===== src/rtl/preparser_window.sv =====
// Overlapping-window former for the preparser: each 16-byte beat is emitted together with the
// first LA_BYTES bytes of its successor. Optional stall counter enabled by PREPARSER_WINDOW_STALL_CNT_EN.
`timescale 1ns/1ps

module preparser_window #(
    parameter int LA_BYTES = 2,
    parameter int ADDR_W   = 17
) (
    input  logic                         clk,
    input  logic                         rst_n,
    input  logic [127:0]                 in_data,
    input  logic [4:0]                   in_len,
    input  logic                         in_last,
    input  logic                         in_valid,
    output logic                         in_ready,
    output logic [8*(16+LA_BYTES)-1:0]   out_data,
    output logic [ADDR_W-1:0]            out_addr,
    output logic [4:0]                   out_len,
    output logic                         out_last,
`ifdef PREPARSER_WINDOW_STALL_CNT_EN
    output logic [31:0]                  stall_cnt,
`endif
    output logic                         out_valid,
    input  logic                         out_ready
);

    localparam int LA_W = 8 * LA_BYTES;

    logic              cur_valid;
    logic [127:0]      cur_data;
    logic [4:0]        cur_len;
    logic              cur_last;
    logic [ADDR_W-1:0] cur_addr;
    logic [ADDR_W-1:0] naddr;

    logic       load;
    logic [4:0] beat_len;

    // A non-last window needs its successor's leading bytes, so it waits for in_valid.
    assign out_valid = cur_valid & (cur_last | in_valid);
    assign in_ready  = ~cur_valid | out_ready;
    assign load      = in_valid & in_ready;

    assign out_data  = cur_last ? {cur_data, {LA_W{1'b0}}}
                                : {cur_data, in_data[127 -: LA_W]};
    assign out_addr  = cur_addr;
    assign out_len   = cur_len;
    assign out_last  = cur_last;

    always_comb begin
        beat_len = 5'd16;
        if (in_last && in_len != 5'd0)
            beat_len = in_len;
    end

    // NOTE: sequential state uses non-blocking assignments so every register samples pre-edge values.
    always_ff @(posedge clk or negedge rst_n) begin
        if (!rst_n) begin
            cur_valid <= 1'b0;
            cur_data  <= '0;
            cur_len   <= '0;
            cur_last  <= 1'b0;
            cur_addr  <= '0;
            naddr     <= '0;
        end else if (load) begin
            // An accepted beat always replaces cur; in_ready guarantees any old window fires now.
            cur_valid <= 1'b1;
            cur_data  <= in_data;
            cur_len   <= beat_len;
            cur_last  <= in_last;
            cur_addr  <= naddr;
            naddr     <= in_last ? '0 : naddr + ADDR_W'(16);
        end else if (out_valid && out_ready) begin
            cur_valid <= 1'b0;
        end
    end

`ifdef PREPARSER_WINDOW_STALL_CNT_EN
    always_ff @(posedge clk or negedge rst_n) begin
        if (!rst_n)
            stall_cnt <= '0;
        else if (out_valid && !out_ready && stall_cnt != 32'hFFFF_FFFF)
            stall_cnt <= stall_cnt + 32'd1;
    end
`endif

endmodule


===== config.mk =====
export PLATFORM = sky130hd
export DESIGN_NAME = preparser_window
export DESIGN_NICKNAME = d
export VERILOG_FILES = /design/src/rtl/preparser_window.sv
export SDC_FILE = /design/constraint.sdc
export NUM_CORES = 1
export LEC_CHECK = 0
export CORE_AREA = 2 2 122 124
export CTS_BUF_LIST = sky130_fd_sc_hd__clkbuf_8
export CTS_CLUSTER_DIAMETER = 100
export DETAILED_ROUTE_END_ITERATION = 8
export DIE_AREA = 0 0 124 126
export GPL_ROUTABILITY_DRIVEN = 0
export PLACE_DENSITY_LB_ADDON = 0.1
export SLEW_MARGIN = 20
export SYNTH_ARGS = -nofsm -noshare
export SYNTH_HDL_FRONTEND = slang
export SYNTH_SLANG_ARGS = --single-unit

===== constraint.sdc =====
create_clock -name clk -period 2.45 [get_ports clk]
set_input_delay 0.735 -clock clk [delete_from_list [all_inputs] [get_ports clk]]
set_output_delay 0.735 -clock clk [all_outputs]
set_load 0.005 [all_outputs]

==> metrics <==
status=complete, no violations; num ports=~310; CTS Hold Bufs=0; Rows=44; dpl ws=-161 ps; final worst clock skew=7.40 ps; die outline width=124 um; Fin. Hold Viols=0; synth cell count leaders=nand2_1, dfrtp_1, buf_2; asr flop ratio synth=100%; Setup Buffers After CTS=0; Root Driver=clkbuf_8; setup TNS=0 ps; CTS tree=yes; routed len/inst=14.6 um; fin cells=roughly 1200; detailed placement HPWL=about 13000 um; syn_area_per_cell=~9 sq um; Util after Layout=70.4%; top-count cell post-synth=nand2_1; # setup viols final=0; first-pass GRT wire length=~28000 um; hold crit path type=input port to async pin; cell taking the most area after synthesis=dfrtp_1; max_cap viols=0; Yosys reg bits=161; Post-DRT Antenna Nets=0; Synth-to-Final Area Change=56.2%; worst setup margin=roughly 110 ps; buffer depth of the longest clock path=2; Vias=5645; Worst Path Buf+Inv=2; gr usage total=22.8%; final WL=17500 um; Slowest cell on crit path=clkdlybuf4s50_1; Final nets=1142; Hold Slack=roughly 220 ps; Leak Pwr=4.94 nW; PortBufs=302; largest net degree at the start of global routing=58; Worst-Skew Late Latency=440 ps; CP Class=input port to primary output; Ant. Diodes=0; DR DRC count=0; EDFF count, synth=0; Worst IR Drop VDD=0.407 mV; CP top delay family=buffers and inverters; synth warn=0; PwrDens=roughly 670 nW/um^2; top_reg_cell synth=dfrtp_1; crit path cell chain=clkdlybuf4s50_1 -> nand2b_1 -> dlygate4sd2_1; Post-Syn Area=between 6000 and 7000 sq um; total core area=14300 sq um; First-pass DRT Iterations=6; die height=roughly 130 um; initial core utilization=about 45%; Die Footprint=~16000 sq um; area share of the largest cell type after synthesis=about 62%; Max Fclk=427 MHz; Cells after Synth=~700; Worst EP required=about 1700 ps; max-slew violations=0; crit start category=input port; Tmin final=~2300 ps; drt via density=~4.7; CP arrival=roughly 1600 ps; Clock Pin Slew Worst Setup and Hold Paths=about 80 ps; synth top area cells=dfrtp_1, nand2_1, mux2_2; GRT overflow=0; Detailed Route Iter0 Violations=about 240; max incr delay on CP=~410 ps; total CTS buffers=17; Worst Setup End Kind=primary output; clock sink count=approximately 160; H-tree depth=4; count of unique library cells instantiated by Yosys=35; layout cell share with drive strength beyond 1=under 10%; placed cells=~1200; final period utilization=a little over nine tenths; sequential area share after synthesis=62.4%; RSZ-0062 raised after global routing=no; vias in the first global route=between 5000 and 6000; antenna violations before repair=1; top fanout value on the critical path=2
==> sequential cells by signal (all words and copies together) (netlist names) <==
signal / cells
naddr: 13
out_len: 5
cur_data: 128
out_addr: 13
out_last: 1
cur_valid: 1
==> report_power, final <==
part / internal, mW / leakage, nW / switching [mW]
logic: 1.04 / 2.73 / 0.662
registers: 3.02 / 2.02 / 0.200
clock network: 0.940 / 0.196 / 0.932
total: 5.00 / 4.94 / 1.79
==> repair_timing <==
| item | 4_1_cts | 5_1_grt |
|---|---|---|
| endpoints found under the hold margin | 0 | 0 |
| endpoints found under the setup margin | 18 | 0 |
| gates resized for setup | 18 | 0 |
==> metrics by stage <==
stage	area, sq um	total power [mW]
floorplan	6460	3.77
detailed placement	9720	5.01
global route	10100	7.18
CTS	10100	6.88
finish	10100	6.79
global placement	9720	4.98
==> final cells by class <==
type,count,area [sq um]
fill,1168,4230
sequential,161,4030
timing repair buffer,325,3270
multi-input combinational,497,2160
clock buffer,19,262
tap,184,230
clock inverter,12,119
inverter,1,3.75
==> cell families after synthesis <==
| kind of cell | after synthesis | synth area share, % |
|---|---|---|
| adder cells (fa/ha/maj) | 1 | 0.194 |
| multiplexers | 12 | 2.09 |
| AO/OA/AOI/OAI | 28 | 2.91 |
| flip-flops | 161 | 62.4 |
| buffers and inverters | 44 | 4.32 |
| other | 1 | 0.0581 |
| AND/OR/NAND/NOR | 452 | 28.0 |
==> per-layer routing <==
metal / global-route usage, % / vias to the layer above / share of wire [%]
met4: 7.53 / 2 / 1.8
met2: 37.9 / 210 / 50
met1: 27.5 / 2634 / 40
li1: - / 2776 / -
met3: 8.33 / 23 / 8.6
met5: 0 / - / 0.057
==> final timing paths <==
| path | start | endpoint | slack, ps | depth (start not counted) |
|---|---|---|---|---|
| max in group asynchronous | rst_n | out_len[1] | 1630 | 2 |
| worst min register to register | out_len[3] | out_len[3] | 470 | 2 |
| worst max-delay path | out_ready | in_ready | 110 | 3 |
| min in group clk | out_len[3] | out_len[3] | 470 | 2 |
| worst min-delay path | rst_n | cur_data[35] | 220 | 1 |
| worst max register to register | naddr[4] | naddr[14] | 880 | 5 |
==> cells in the final DEF (no fill, tap or decap), types with 2 or more instances in the layout <==
| cell type | netlist | final |
|---|---|---|
| nand2_1 | 401 | 401 |
| and3_1 | 3 | 3 |
| nor4_1 | 2 | 2 |
| nand2b_1 | 4 | 4 |
| o31ai_1 | 4 | 4 |
| nor2_1 | 7 | 7 |
| conb_1 | 1 | 4 |
| a31oi_1 | 2 | 2 |
| inv_1 | 1 | 3 |
| nand4_1 | 2 | 2 |
| nor2b_1 | 17 | 17 |
| clkinvlp_4 | 0 | 3 |
| o21ai_0 | 10 | 10 |
| dlygate4sd2_1 | 0 | 18 |
| nand3_1 | 10 | 10 |
| bufinv_16 | 0 | 2 |
| clkbuf_8 | 0 | 19 |
| clkdlybuf4s50_1 | 0 | 283 |
| buf_4 | 6 | 15 |
| buf_12 | 0 | 8 |
| clkinv_2 | 0 | 4 |
| o311ai_1 | 2 | 2 |
| dfrtp_1 | 161 | 161 |
| o41ai_1 | 3 | 3 |
| mux2_2 | 12 | 12 |
Note: power is estimated with default switching activity, not from simulation.
